$ cat src/rtl/seq_shift_add_mult.sv
// Iterative unsigned NxN shift-and-add multiplier.
// Adds one selected partial product per cycle; N+1 cycles per product.
module seq_shift_add_mult #(
  parameter int N = 4
) (
  input  logic           clk,
  input  logic           rst,
  input  logic           start,
  input  logic [N-1:0]   a,
  input  logic [N-1:0]   b,
  output logic [2*N-1:0] p,
  output logic           busy,
  output logic           done
);

  localparam int CW = $clog2(N + 1);

  typedef enum logic [1:0] {
    IDLE,
    RUN,
    DONE
  } state_t;

  state_t          r_state;
  state_t          w_next;
  logic [N-1:0]    r_a;
  logic [N-1:0]    r_q;
  logic [N-1:0]    r_h;
  logic [CW-1:0]   r_cnt;
  logic [2*N-1:0]  r_p;
  logic [N-1:0]    w_pp;
  logic [N:0]      w_sum;
  logic            w_accept;
  logic            w_last;

  // Partial-product select: multiplicand or zero, steered by multiplier LSB
  assign w_pp   = r_q[0] ? r_a : '0;
  assign w_sum  = {1'b0, r_h} + {1'b0, w_pp};
  assign w_last = (r_cnt == CW'(N - 1));
  assign p      = r_p;

  always_comb begin
    w_next   = r_state;
    w_accept = 1'b0;
    busy     = 1'b0;
    done     = 1'b0;
    unique case (r_state)
      IDLE: begin
        if (start) begin
          w_accept = 1'b1;
          w_next   = RUN;
        end
      end
      RUN: begin
        busy = 1'b1;
        if (w_last) w_next = DONE;
      end
      DONE: begin
        done = 1'b1;
        if (start) begin
          w_accept = 1'b1;
          w_next   = RUN;
        end else begin
          w_next = IDLE;
        end
      end
      default: w_next = IDLE;
    endcase
  end

  always_ff @(posedge clk) begin
    if (rst) begin
      r_state <= IDLE;
      r_a     <= '0;
      r_q     <= '0;
      r_h     <= '0;
      r_cnt   <= '0;
      r_p     <= '0;
    end else begin
      r_state <= w_next;
      if (w_accept) begin
        r_a   <= a;
        r_q   <= b;
        r_h   <= '0;
        r_cnt <= '0;
      end else if (r_state == RUN) begin
        // {C,S,Q} shifted right by one: carry lands in the top of H
        r_h   <= w_sum[N:1];
        r_q   <= {w_sum[0], r_q[N-1:1]};
        r_cnt <= r_cnt + CW'(1);
        if (w_last) r_p <= {w_sum, r_q[N-1:1]};
      end
    end
  end

endmodule

$ cat config.mk
export PLATFORM = sky130hd
export DESIGN_NAME = seq_shift_add_mult
export DESIGN_NICKNAME = d
export VERILOG_FILES = /design/src/rtl/seq_shift_add_mult.sv
export SDC_FILE = /design/constraint.sdc
export NUM_CORES = 1
export LEC_CHECK = 0
export CAP_MARGIN = 15
export CORE_ASPECT_RATIO = 1.1
export CORE_MARGIN = 2
export CORE_UTILIZATION = 46
export CTS_BUF_LIST = sky130_fd_sc_hd__clkbuf_4 sky130_fd_sc_hd__clkbuf_8
export CTS_CLUSTER_DIAMETER = 120
export CTS_CLUSTER_SIZE = 8
export DETAILED_ROUTE_END_ITERATION = 10
export GPL_ROUTABILITY_DRIVEN = 0
export PLACE_DENSITY = 0.72
export SLEW_MARGIN = 20
export SYNTH_ARGS = -nofsm -noshare
export SYNTH_HDL_FRONTEND = slang
export SYNTH_SLANG_ARGS = --single-unit
export TNS_END_PERCENT = 50
$ cat constraint.sdc
create_clock -name clk -period 1.9 [get_ports clk]
set_input_delay 0.38 -clock clk [delete_from_list [all_inputs] [get_ports clk]]
set_output_delay 0.38 -clock clk [all_outputs]
set_load 0.02 [all_outputs]
# ---- Word level (Yosys, flattened, before mapping)
# Cells that the tools add are included.
dict set report classes {
  reduce_logical 6
  muxes 11
  n_bitwise 1
  addsub 2
  eq_ne 5
}
# op count
set op_table {}
lappend op_table {{$mux W4} 3}
lappend op_table {{$pmux W2 S3} 1}
lappend op_table {{$add A4 B4 Y5} 1}
lappend op_table {{$mux W1} 5}
lappend op_table {{$mux W2} 2}
lappend op_table {{$ne A2 B2 Y1 const B} 2}
lappend op_table {{$reduce_or A2 Y1} 2}
lappend op_table {{$add A3 B1 Y3 const B} 1}
lappend op_table {{$eq A3 B2 Y1 const B} 1}
lappend op_table {{$reduce_and A3 Y1} 1}
lappend op_table {{$eq A2 B1 Y1 const B} 1}
lappend op_table {{$eq A2 B2 Y1 const B} 1}
lappend op_table {{$logic_not A2 Y1} 1}
lappend op_table {{$reduce_and A2 Y1} 1}
lappend op_table {{$reduce_bool A2 Y1} 1}
lappend op_table {{$not A1 Y1} 1}
dict set report totals {
  in_bits 11
  ff_bits 25
}

# ---- Longest topological paths before layout
dict set report depth {
  word_depth 5
  ltp_mapped 8
  ltp_nobuf 8
}

# ---- Least setup slack after synthesis
# OpenSTA, ideal clock, no wires.
dict set report synth_path {
  path_type {flip-flop to flip-flop}
  from {reg r_q[0]}
  to {reg r_h[3]}
  path_stages_with_launch 9
  synth_period_minus_slack_ps 1594
  arrival_ps 1509
  path_buffers 0
  setup_time_ps 86
  setup_slack_ps 306
  cell_sequence {dfxtp_1 > and2_1 > ha_1 > inv_1 > fa_1 > inv_1 > a21o_1 > a21oi_1 > a211oi_1}
}
dict set report synth_between {
  elab_chain_len 2
}
# item line_no
set synth_lines {}
lappend synth_lines {{start: declaration} 27} ;# logic [N-1:0] r_q;
lappend synth_lines {{start signal: assignment} 89} ;# r_q <= {w_sum[0], r_q[N-1:1]};
lappend synth_lines {{$mux W4} 37} ;# assign w_pp = r_q[0] ? r_a : '0;
lappend synth_lines {{$add A4 B4 Y5} 38} ;# assign w_sum = {1'b0, r_h} + {1'b0, w_pp};
lappend synth_lines {{end signal: assignment} 88} ;# r_h <= w_sum[N:1];
lappend synth_lines {{end: declaration} 28} ;# logic [N-1:0] r_h;
# Every way passes these cells.
# A chain may end at the register's enable or synchronous reset.

# ---- Final worst setup path
dict set report layout_path {
  from {reg r_state[1]}
  to {out done}
}
dict set report layout_between {
  elab_chain_len 2
}
# item line_no
set layout_lines {}
lappend layout_lines {{start: declaration} 24} ;# state_t r_state;
lappend layout_lines {{start signal: assignment} 80} ;# r_state <= w_next;
lappend layout_lines {{$eq A2 B2 Y1} 47} ;# unique case (r_state)
lappend layout_lines {{$mux W1} 47}
lappend layout_lines {{end: declaration} 13} ;# output logic done
# Every way passes these cells.

==> results.cfg <==
[run_status]
status = finished, final reports clean

[sta]
setup_violations = 0
fmax_mhz = 548.9
finalHoldViolations = 0
skew_ps = 5.828
fin_crit_ps = 1822
finalMaxSlewViolations = 0
grt_setup_unrepaired = false
tns_ps = 0
worst_pin_slew_ps = 402.7
relSlewSlack = 0.7316
finalWorstSetupSlack_ps = 78.07
finalCritPeriodShare = 0.9589

[clock_network]
cts-root-buf = clkbuf_4
htree_levels = 1
cts_tree = yes
cts_buffer_depth = 2
ctsResizeCount = 1
clkTransAtPathRegs_ps = 130
post_cts_buffers = 0
hold_buffers = 0
clk_latency_ps = 310
clock_sinks = 25
cts_buffers = 3

[yosys]
synth_top_area_frac = 0.4489
synth_seq_area_share = 0.4489
syn-num-nets = 150
yosysTopAreaCell = dfxtp_1
synth-warning-count = 0
synth_area_leaders = dfxtp_1 45%, nand2_1 8.4%, ha_1 6.7%, a21oi_1 6.3%, nor2_1 4.0%
synth.distinct_cells = 29
ys_ff_latch = 25
syn-cell-area_sq_mm = 0.001115
syn_inst = 132
avgSynthCellArea_sq_um = 8.446

[floorplanning]
io-pin-count = 21
die_area_sq_mm = 0.002834
coreArea_sq_mm = 0.002275
start_util = 0.4901
die_w_microns = 50.94
chipHeight_microns = 55.63
num_rows = 18

[global_routing]
grt_pass1_wl_microns = 3429
antenna_found_initial = 0
grt_pass1_vias = 776
gr-usage-all-layers = 0.1574
grt_max_degree = 18
gr-total-overflow = 0

[critical_path]
critPathKind = reg -> out
critPathArrivalTime_ps = 1440
required_ps = 1520
r2r_cells = 8
start_kind = flop
crit_fanout = 3
end_kind = primary output

[placement]
pre_cts_ws_ps = 148.7
io_buffers = 20
place_hpwl_microns = 1643

[finish]
multi_input_area_sq_um = 544.3
diodes = 0
final_layout_size_suffix_gt1_frac = 0.08553
fillers = 211
area_growth_syn_to_layout_pct = 21.66
regArea_sq_um = 500.5
final_cell_mix = 25 x nand2_1, 25 x dfxtp_1, 19 x clkdlybuf4s50_1
nNetsFinal = 171

[min_path]
hold_depth = 2
hold_class = reg -> reg

[routing]
dr.pass1.iters = 4
drc = 0
vias = 903
wl_microns = 2105
drtAntennaViolNets = 0
vias_per_cell = 4.962
initialDrtViolationCount = 17
wire_per_inst_microns = 11.57

[power_and_ir_drop]
total_leakage_power_nw = 0.5374
power-per-cell-area_mw_per_mm2 = 679.2
worst_ir_drop_vdd_uv = 393.0

[run]
cap_violations = 0
Yosys cell counts:
cell      count
xnor2_1       2
nand3b_1      1
nor2_1       12
nand2_2       1
nor2_2        2
nand3_1       1
a211oi_2      2
buf_2         2
and2_1        5
a21o_1        1
o22ai_1       4
nor2b_1       2
nor3_1        5
and3_1        1
nand2b_1      2
a211oi_1      3
fa_1          1
buf_4         2
o31ai_1       1
a21oi_1      14
buf_1         1
buf_6         1
o21ba_2       1
inv_2         1
dfxtp_1      25
ha_1          6
nand2_1      25
inv_1         7
and2_0        1
routing by layer:
metal  vias to the layer above  wire (microns)  track usage
li1                        478               -            -
met1                       405            1032       0.2224
met2                        18             989       0.2356
met3                         2              70      0.03763
met4                         0              13      0.05019
met5                         -               0            0
cell families after synthesis:
group	count (synthesis)	share of synthesized area
adder cells (fa/ha/maj)	7	0.08530
buffers and inverters	14	0.06284
flip-flops	25	0.4489
XOR/XNOR	2	0.01572
AND/OR/NAND/NOR	58	0.2368
AO/OA/AOI/OAI	26	0.1504
worst max-delay path, stage by stage, from the launching register on:
cell,delay [ps]
dfxtp_1,370
nor2b_1,150
clkdlybuf4s50_1,610
area by class of cell:
| cell class | count | area share |
|---|---|---|
| clock buffer | 4 | 0.02214 |
| inverter | 8 | 0.02214 |
| multi-input combinational | 93 | 0.4013 |
| sequential | 25 | 0.3690 |
| tap | 30 | 0.02768 |
| timing repair buffer | 22 | 0.1577 |
state kept, by name (all words and copies together) (netlist names):
name,cells
r_cnt,3
r_q,4
r_state,2
r_h,4
r_a,4
p,8
metrics by stage:
stage	util	instance area (sq um)	hold slack [ps]	power, W	instances
final	0.5963	1356	463.3	0.0009212	182
after global placement	0.5836	1328	444.8	0.0006848	178
after floorplan	-	1115	431.7	0.0006483	132
after CTS	0.5963	1356	465.3	0.0009317	182
after detailed placement	0.5836	1328	447.1	0.0006885	178
after global routing	0.5963	1356	484.4	0.0009728	182
worst paths after layout:
path,start,endpoint,slack (ps)
worst max-delay path,r_state[1]$_SDFFE_PP0P_,done,80
worst min-delay path,p[1]$_SDFFE_PP0P_,p[1]$_SDFFE_PP0P_,460
worst max register to register,r_q[0]$_SDFFE_PP0P_,r_h[3]$_SDFFE_PP0N_,130
worst min register to register,p[1]$_SDFFE_PP0P_,p[1]$_SDFFE_PP0P_,460
where the power goes:
part	leakage [nW]	total [W]	switching, W	internal, W
sequential	0.204	0.000561	0.0000154	0.000546
combinational	0.315	0.000114	0.0000604	0.0000535
clock	0.0184	0.000246	0.000150	0.0000962
total	0.537	0.000921	0.000225	0.000696
Note: power is estimated with default switching activity, not from simulation.
